--- config.mk ---
export PLATFORM = sky130hd
export DESIGN_NAME = rshift_queue
export DESIGN_NICKNAME = d
export VERILOG_FILES = /design/src/rtl/rshift_pkg.sv /design/src/rtl/rshift_fifo.sv /design/src/rtl/rshifter.sv /design/src/rtl/rshift_queue.sv
export SDC_FILE = /design/constraint.sdc
export NUM_CORES = 1
export LEC_CHECK = 0
export ABC_CLOCK_PERIOD_IN_PS = 4800
export CAP_MARGIN = 20
export CORE_MARGIN = 1
export CORE_UTILIZATION = 60
export CTS_CLUSTER_DIAMETER = 50
export DETAILED_ROUTE_END_ITERATION = 10
export PLACE_DENSITY = 0.92
export REMOVE_ABC_BUFFERS = 1
export SYNTH_ARGS = -nofsm -noshare
export SYNTH_HDL_FRONTEND = slang
export SYNTH_SLANG_ARGS = --single-unit
--- constraint.sdc ---
create_clock -name clk -period 4.8 [get_ports clk]
set_input_delay 0.48 -clock clk [delete_from_list [all_inputs] [get_ports clk]]
set_output_delay 0.48 -clock clk [all_outputs]
set_load 0.02 [all_outputs]
--- src/rtl/rshift_pkg.sv ---
// Shared widths and the request record carried through the right-shift queue.
package rshift_pkg;
  localparam int DATA_W  = 8;
  localparam int SHIFT_W = 3;

  typedef struct packed {
    logic [DATA_W-1:0]  data;
    logic [SHIFT_W-1:0] bits;
  } rshift_req_t;
endpackage

--- src/rtl/rshift_fifo.sv ---
// Synchronous FIFO with registered pointers and occupancy count; head is read combinationally.
// Pushes while full and pops while empty are ignored; the caller gates them with full/empty.
module rshift_fifo #(
  parameter  int width = 11,
  parameter  int depth = 4,
  localparam int aw    = $clog2(depth),
  localparam int cw    = aw + 1
) (
  input  logic             clk,
  input  logic             rst,
  input  logic             push,
  input  logic [width-1:0] push_data,
  input  logic             pop,
  output logic [width-1:0] head,
  output logic [cw-1:0]    count,
  output logic             full,
  output logic             empty
);
  localparam logic [cw-1:0] max_count = cw'(depth);

  logic [width-1:0] mem [depth];
  logic [aw-1:0]    wr_ptr;
  logic [aw-1:0]    rd_ptr;
  logic             wr_en;
  logic             rd_en;

  assign full  = (count == max_count);
  assign empty = (count == '0);
  assign wr_en = push && !full;
  assign rd_en = pop && !empty;
  assign head  = mem[rd_ptr];

  always_ff @(posedge clk) begin
    if (wr_en) mem[wr_ptr] <= push_data;
  end

  // Power-of-two depth lets the pointers wrap by plain overflow.
  always_ff @(posedge clk) begin
    if (rst) begin
      wr_ptr <= '0;
      rd_ptr <= '0;
      count  <= '0;
    end else begin
      if (wr_en) wr_ptr <= wr_ptr + 1'b1;
      if (rd_en) rd_ptr <= rd_ptr + 1'b1;
      case ({wr_en, rd_en})
        2'b10:   count <= count + 1'b1;
        2'b01:   count <= count - 1'b1;
        default: count <= count;
      endcase
    end
  end
endmodule

--- src/rtl/rshifter.sv ---
// Combinational logical right barrel shifter, zero fill.
// Zero latency; no handshake, the result follows the inputs.
module rshifter #(
  parameter int data_width = 8,
  parameter int shift_len  = 3
) (
  input  logic [data_width-1:0] data,
  input  logic [shift_len-1:0]  bits,
  output logic [data_width-1:0] result
);
  logic [data_width-1:0] stage [shift_len+1];

  assign stage[0] = data;

  // Stage i shifts by 2**i when bit i of the amount is set.
  for (genvar i = 0; i < shift_len; i++) begin : g_stage
    assign stage[i+1] = bits[i] ? (stage[i] >> (2**i)) : stage[i];
  end

  assign result = stage[shift_len];
endmodule

--- src/rtl/rshift_queue.sv ---
// Queued front end for rshifter: FIFO of requests, shift on the head, registered result + sticky.
// One cycle from acceptance to out_valid; in_ready drops only when the FIFO is full (depth + 1 in flight).
module rshift_queue
  import rshift_pkg::*;
#(
  parameter int data_width = DATA_W,
  parameter int shift_len  = SHIFT_W,
  parameter int depth      = 4
) (
  input  logic                  clk,
  input  logic                  rst,
  input  logic                  in_valid,
  output logic                  in_ready,
  input  logic [data_width-1:0] in_data,
  input  logic [shift_len-1:0]  in_bits,
  output logic                  out_valid,
  input  logic                  out_ready,
  output logic [data_width-1:0] out_data,
  output logic                  out_sticky
);
  localparam int cw = $clog2(depth) + 1;

  rshift_req_t       wr_req;
  rshift_req_t       head_req;
  logic [cw-1:0]     count;
  logic              full;
  logic              empty;
  logic              push;
  logic              pop;
  logic [DATA_W-1:0] shifted;
  logic [DATA_W-1:0] mask;
  logic              sticky;

  // in_ready comes from registered occupancy only, so out_ready never reaches it.
  assign in_ready = !rst && !full;
  assign push     = in_valid && in_ready;
  assign pop      = !empty && (!out_valid || out_ready);

  assign wr_req.data = in_data;
  assign wr_req.bits = in_bits;

  rshift_fifo #(
    .width ($bits(rshift_req_t)),
    .depth (depth)
  ) u_fifo (
    .clk       (clk),
    .rst       (rst),
    .push      (push),
    .push_data (wr_req),
    .pop       (pop),
    .head      (head_req),
    .count     (count),
    .full      (full),
    .empty     (empty)
  );

  rshifter #(
    .data_width (DATA_W),
    .shift_len  (SHIFT_W)
  ) u_shift (
    .data   (head_req.data),
    .bits   (head_req.bits),
    .result (shifted)
  );

  // Low in_bits bits of the operand are exactly the ones that fall off the end.
  assign mask   = (DATA_W'(1) << head_req.bits) - DATA_W'(1);
  assign sticky = |(head_req.data & mask);

  always_ff @(posedge clk) begin
    if (rst) begin
      out_valid  <= 1'b0;
      out_data   <= '0;
      out_sticky <= 1'b0;
    end else if (pop) begin
      out_valid  <= 1'b1;
      out_data   <= shifted;
      out_sticky <= sticky;
    end else if (out_ready) begin
      out_valid  <= 1'b0;
    end
  end

  a_count_bound: assert property (@(posedge clk) disable iff (rst) count <= cw'(depth));
  a_out_stable:  assert property (@(posedge clk) disable iff (rst)
                   (out_valid && !out_ready) |=> ($stable(out_data) && $stable(out_sticky)));
endmodule

; ---- Word level (Yosys, flattened, before mapping)
; Memories as Yosys holds them, arrays and structs flattened. A register that Yosys moved wholly into a read port is not among the register bits.
; Cells that the tools add are included.
; Widths: inputs -> output; s select.
[word_totals]
reg_bits = 17
ram_bits = 44
in_bits = 15
out_inout_bits = 11
wordCells = 41
memories = 1
[mem_list]
columns = memory, words, width, rd, rd_clocked_by_memory_dff, write_ports, line
row1 = u_fifo.mem, 4, 11, 1, 1, 1, rshift_fifo.sv:21  ; logic [width-1:0] mem [depth];
[classes]
addsub = 5
n_eq_ne = 3
n_shift = 1
n_mux = 10
bitwise_logic = 1
n_reduce_logical = 14
[ops]
columns = op, count
row1 = $mux 8, 3
row2 = $and 8x8->8, 1
row3 = $reduce_or 8->1, 1
row4 = $shl 1x3->8 const A, 1
row5 = $sub 8x2->8 const B, 1
row6 = $pmux 3 s2, 1
row7 = $logic_and 1x1->1, 5
row8 = $add 2x1->2 const B, 2
row9 = $logic_not 1->1, 4
row10 = $mux 1, 4
row11 = $mux 2, 2
row12 = $reduce_bool 2->1, 2
row13 = $add 3x1->3 const B, 1
row14 = $eq 3x3->1 const B, 1
row15 = $logic_not 3->1, 1
row16 = $sub 3x1->3 const B, 1
row17 = $eq 2x1->1 const B, 1
row18 = $eq 2x2->1 const B, 1
row19 = $logic_or 1x1->1, 1

; ---- Depth between registers and ports, before layout
[depth]
ltp_word = 7
ltp_mapped = 13
depth_no_buf = 10

; ---- Modules after synthesis
; Synthesis repeated with hierarchy kept, for this count alone.
[hier_totals]
hier_cells = 193
area_unflattened_um2 = 2752.6
[by_module_without_submodules]
columns = module, instances, cells_each, area_per_inst_um2, seq_area_each_um2
row1 = rshift_fifo, 1, 111, 2062.0, 1501.4
row2 = rshift_queue, 1, 54, 440.4, 200.2
row3 = rshifter, 1, 28, 250.2, 0.0

; ---- Least setup slack after synthesis
; No wires, ideal clock.
[synth_path]
path_kind = register -> register
from = reg (tool-made name)
to = reg out_sticky
setup_ps = 91
arrival_time_ps = 2851
required_ps = 4709
path_slack_ps = 1859
stages_incl_launch_ff = 13
n_path_buf = 3
synth_period_minus_slack_ps = 2941
path_cell_list = dfxtp_1 > mux4_1 > buf_2 > buf_2 > nor2_1 > nand2_1 > ha_1 > clkbuf_1 > or3b_1 > a21oi_1 > a311oi_1 > a211o_1 > a311oi_1
[synth_rtl]
columns = item, line
row1 = end signal: assignment, rshift_queue.sv:78  ; out_sticky <= sticky;
row2 = end: declaration, rshift_queue.sv:19  ; output logic out_sticky

==> impl_metrics.env <==
export IMPL_fin_crit_sh=0.761
export IMPL_cts_resized=0
export IMPL_wl_per_cell_um=16.9
export IMPL_grt_usage=0.221
export IMPL_setup_tns_ps=0
export IMPL_rsz0062_at_grt="no"
export IMPL_async_reset_ff_frac=0
export IMPL_cp_max_fo=20
export IMPL_layout_drive_gt1_share=0.121
export IMPL_ys_seq_area_frac=0.595
export IMPL_area_growth_pct=17.5
export IMPL_first_pass_iters=8
export IMPL_antennaDiodeCount=0
export IMPL_grt_pass1_wl_mm=8.16
export IMPL_r2r_slack_ps=1150
export IMPL_clock_latency_ps=330
export IMPL_post_drt_via_cell_ratio=6.00
export IMPL_worst_pin_slew_ps=694
export IMPL_ys_ff_latch=63
export IMPL_postCtsSetupBuffers=0
export IMPL_r2r_cells=9
export IMPL_ir_drop_uv=314
export IMPL_ant_nets=0
export IMPL_die_y_um=71.0
export IMPL_ios=26
export IMPL_min_period_ps=3650
export IMPL_cp_arrival_ps=3890
export IMPL_crit_required_ps=5040
export IMPL_max_slew_margin=0.537
export IMPL_crit_type="flop to flop"
export IMPL_worst_setup_path_start_kind="flop"
export IMPL_p_leak_nw=1.18
export IMPL_violations="design-rule violations"
export IMPL_holdPathEnd="out_data[7]"
export IMPL_vias=1751
export IMPL_cts_tree="built"
export IMPL_power_density_nw_per_um2=594
export IMPL_ys_flop_type="edfxtp_1"
export IMPL_status="complete, but fails checks"
export IMPL_hold_depth=2
export IMPL_setup_viol=0
export IMPL_r2r_end="out_sticky"
export IMPL_path_clk_slew_ps=70
export IMPL_grt_pass1_vias=1739
export IMPL_hpwl_mm=3.23
export IMPL_fp_row_count=24
export IMPL_port_buffers=25
export IMPL_drt_drc_violations_left=8
export IMPL_place_congestion=0.843
export IMPL_synthesis_area_um2=2860
export IMPL_hold_path_class="flop to flop"
export IMPL_grt_max_degree=21
export IMPL_slew_violations=0
export IMPL_fmax_ghz=0.274
export IMPL_postCtsHoldBufs=0
export IMPL_core_area_um2=4470
export IMPL_initial_core_util=0.639
export IMPL_drtIter0Drc=162
export IMPL_fin_nets=257
export IMPL_wl_mm=4.94
export IMPL_min_delay_start="out_data[7]"
export IMPL_cts_root_buf="clkbuf_8"
export IMPL_fin_skew_ps=7.23
export IMPL_cap_violations=0
export IMPL_antenna_found_initial=0
export IMPL_yosys_warnings=0
export IMPL_final_cells=292
export IMPL_synth_distinct_cells=43
export IMPL_numCtsBuffers=9
export IMPL_design_die_area_um2=5050
export IMPL_syn_inst=210
export IMPL_cts_sinks=63
export IMPL_h_tree_depth=3
export IMPL_die_w_um=71.0
export IMPL_hold_viol=0
export IMPL_clockBufferDepth=2
export IMPL_synth_edf_count=44
export IMPL_grt_overflow=0
export IMPL_end_kind="flop"
export IMPL_dp_cells=276
export IMPL_syn_avg_cell_area_um2=13.6
-- critical path: stages, from the launching register on --
cell and delay (ps):
dfxtp_1 460, buf_4 270, mux4_1 910, or3_4 450, ha_1 320, or3b_1 390
a21oi_1 140, a311oi_1 80, a211o_1 330, a311oi_1 200
-- layout make-up --
class | count | area, µm²
Sequential cell | 63 | 1700
Fill cell | 270 | 1120
Multi-Input combinational cell | 124 | 1060
Timing Repair Buffer | 26 | 258
Clock buffer | 10 | 128
Clock inverter | 6 | 109
Tap cell | 52 | 65.1
Inverter | 11 | 41.3
-- per-layer routing --
metal | up-vias | global-route usage | wire length (µm)
met1 | 837 | 0.268 | 1990
met5 | - | 0 | 0
li1 | 842 | - | -
met2 | 66 | 0.370 | 2560
met4 | 0 | 0.0867 | 58
met3 | 6 | 0.0726 | 334
-- Yosys cell counts (2+ instances only) --
master	count	area (µm²)
nand3_1	2	10.0
o21ai_0	5	25.0
nand3b_1	4	30.0
a21oi_1	10	50.1
inv_1	11	41.3
nand2b_1	6	37.5
clkbuf_1	7	26.3
xor2_1	3	26.3
o211ai_1	4	30.0
edfxtp_1	44	1320
mux4_2	11	248
mux2i_1	12	120
nand2_1	11	41.3
and3_1	4	25.0
nor2_1	15	56.3
a22oi_1	2	15.0
o21ai_1	3	15.0
a311oi_1	4	35.0
or3b_1	2	17.5
buf_2	3	15.0
xnor2_1	2	17.5
dfxtp_1	19	380
ha_1	6	75.1
-- worst max path at each step --
stage               start          to  slack [ps]  depth (start not counted)
detailed placement   flop  out_sticky        1240                          9
global placement     flop  out_sticky        1340                          9
floorplan            flop  out_sticky        1400                          8
global route         flop  out_sticky        1010                          9
CTS                  flop  out_sticky        1160                          9
finish               flop  out_sticky        1150                          9
-- power by group --
group	internal (mW)	switching, mW	total [mW]
sequential	0.654	0.0532	0.707
combinational	0.333	0.411	0.744
clock	0.343	0.199	0.542
total	1.33	0.663	1.99
-- cells in the final DEF, fill, tap and decap left out, types with 2 or more instances in the layout --
cell type        instances
a311oi_1                 4
nand2_1                 11
edfxtp_1                44
ha_1                     6
nand3_1                  2
xor2_1                   3
nor2_1                  15
a22oi_1                  2
and3_1                   4
mux4_2                  11
xnor2_1                  2
clkdlybuf4s50_1         25
nand2b_1                 6
nand3b_1                 4
clkbuf_8                 9
o21ai_0                  5
or3b_1                   2
o21ai_1                  3
dfxtp_1                 19
inv_1                   11
clkinvlp_4               2
o211ai_1                 4
a21oi_1                 10
mux2i_1                 12
bufinv_16                3
-- flip-flops by register name, summed over array words and instances, names as in the netlist, named ones only --
signal and cells:
out_data 8, out_sticky 1, out_valid 1, u_fifo.count 3
u_fifo.mem 44, u_fifo.rd_ptr 2, u_fifo.wr_ptr 2
-- logic make-up (layout without fill, tap and decap cells) --
kind of cell,count (synthesis),count (layout),share of synthesized area
buffers and inverters,23,53,0.0354
AND/OR/NAND/NOR,50,50,0.0915
multiplexers,26,26,0.146
AO/OA/AOI/OAI,36,36,0.0836
flip-flops,63,63,0.595
XOR/XNOR,5,5,0.0153
adder cells (fa/ha/maj),7,7,0.0333
-- through the flow --
stage / utilization / power, mW / instance area, µm² / setup slack [ps] / hold WS (ps)
floorplan: - / 1.25 / 2800 / 1400 / 465
global placement: 0.698 / 1.42 / 3120 / 1340 / 438
detailed placement: 0.698 / 1.45 / 3120 / 1240 / 445
CTS: 0.751 / 2.00 / 3360 / 1160 / 453
global route: 0.751 / 2.10 / 3360 / 1010 / 486
finish: 0.751 / 1.99 / 3360 / 1150 / 451
Power figures use the tool's default switching activity.
==> edit (same settings) <==
Set the package constant `DATA_W` to 6 (it was 8).
--- a/src/rtl/rshift_pkg.sv
+++ b/src/rtl/rshift_pkg.sv
@@ -2,3 +2,3 @@
 package rshift_pkg;
-  localparam int DATA_W  = 8;
+  localparam int DATA_W  = 6;
   localparam int SHIFT_W = 3;
Ports: changed (resized in_data and out_data); port bits go from 26 to 22. No check against the original RTL was run, so the function may have changed too.
==> edit against the unedited design <==
Total power down 30%. Synthesized area down 19%. Routed wire length down 22%. Worst setup slack better by 0.75 ns. Combinational power down 28%. Design area down 22%. Utilization down 4.2 points. Sequential cell count down 10. Critical path type unchanged. Critical endpoint unchanged.
==> edit: results (changes against the unedited design) <==
Run status
The run finished with clean final reports.

Setup path
The number of cells traversed by the worst register-to-register path is 6 (-3). The kind of cell adding the most delay to the critical path is simple AND/OR/NAND/NOR gates. The biggest cell delay along the critical path is 0.75 ns (-0.16 ns).

The cell with the biggest individual delay on the critical path is mux4_2. The biggest fanout along the worst timing path is 13 (-35%). The data arrival at the endpoint of the critical path is 3.13 ns (-0.76 ns).

Synth
The number of warning messages in the yosys log is 0 (unchanged). The proportion of synthesized chip area in sequential cells was 61.4% (+1.9 points). After synthesis, the cell types taking the most area are edfxtp_1, dfxtp_1, mux4_2, ha_1, a21oi_1. The unique cell type count in the Yosys netlist is 40 (-7.0%).

The number of flops mapped to enable cells by yosys is 36 (-18%). The commonest cells after synthesis are edfxtp_1, dfxtp_1, nor2_1, a21oi_1.

STA
The clock skew is 0.0129 ns (+0.00567 ns). The headroom to the max-slew limit was 61.2% (+7.5 points). The total negative setup slack is 0 ns (unchanged).

Clocking
The number of gates given a new drive strength after cts came to 0 (unchanged). At the later pin of the worst-skew pair, clock insertion delay measures 0.32 ns. The H-tree depth was 2 (-1). The number of post-CTS setup repair buffers is 0 (unchanged).

The number of buffers inserted during clock tree synthesis is 5 (-4). The count of hold-fix buffers inserted at cts is 0 (unchanged). The clock transition at the registers of the reported paths is 0.09 ns (+0.02 ns).

Final layout
In the final layout, the registers with the most flip-flops are u_fifo.mem (36), out_data (6), u_fifo.count (3). The filler cell count is 259 (-4.1%). The number of nets in the layout is 204 (-21%). The share of final-layout standard cells stronger than drive strength 1 is 9.73% (-2.4 points).

Drt
The starting DRC count in detailed routing is 127 (-22%). The length of the first detailed-routing pass in iterations is 4 (-4). The average routed wire per standard cell is 16.5 um (-2.7%). The detail-routed via count per cell is 5.93 (-1.2%).

Power
The maximum vdd drop is 0.264 mV (-16%). The leakage power of the design came to 0.889 nW (-24%).

GRT
The first-pass GRT wire length came to 6590 um (-19%). The total global routing track utilization is 21.8% (-0.28 points). The number of global-route vias before repair is 1379 (-21%). The pin count of the biggest net entering global routing is 18 (-14%).

Worst hold path
The class of the tightest hold or removal check is flip-flop to flip-flop.

Placed design
The routability congestion estimate from global placement is 0.813 (-3.6%). The placed wire-length estimate after detailed placement came to 2670 um (-17%). The count of input and output buffers was 21 (-16%).
[edit: logic make-up after synthesis]
logic type / synth area share, %
buf+inv: 4.16
fa+ha+maj: 4.11
xor+xnor: 1.89
mux: 12.2
compound gates: 6.70
simple gates: 9.51
flops: 61.4
[edit: tightest hold or removal path, cell delays in order, from the launching register on]
cell and delay [ns]:
dfxtp_1 0.32, nand2_1 0.05, a21oi_1 0.05
[edit: where the power goes]
part	internal, mW	switching (mW)	leakage (nW)
sequential	0.549	0.0556	0.466
combinational	0.247	0.289	0.386
clock	0.102	0.147	0.0364
total	0.898	0.492	0.889
[edit: worst paths after layout]
check | startpoint | end | slack (ns)
worst max-delay path | flip-flop | out_sticky | 1.90
worst min-delay path | out_data[1] | out_data[1] | 0.46
worst max register to register | flip-flop | out_sticky | 1.90
worst min register to register | out_data[1] | out_data[1] | 0.46
[edit: final cells by class]
cell class | instances | area, sq um | area share (%)
Multi-Input combinational cell | 94 | 797 | 30.5
Timing Repair Buffer | 21 | 210 | 8.04
Inverter | 9 | 33.8 | 1.29
Sequential cell | 53 | 1420 | 54.4
Clock buffer | 5 | 68.8 | 2.63
Tap cell | 48 | 60.1 | 2.30
Clock inverter | 3 | 22.5 | 0.862
[edit: layer usage]
metal / vias up / routed length, um / GRT usage, %
met1: 683 / 1630 / 26.6
met3: 9 / 165 / 5.36
met4: 0 / 100 / 10.3
met5: - / 0 / 0
met2: 41 / 1940 / 36.4
li1: 648 / - / -
[edit: stage by stage]
step / worst slack (ns) / std cells / cell area [sq um]
after floorplan: 2.22 / 156 / 2250
after global placement: 1.82 / 225 / 2520
after detailed placement: 1.66 / 225 / 2520
after CTS: 1.88 / 233 / 2610
after global routing: 1.76 / 233 / 2610
final: 1.90 / 233 / 2610
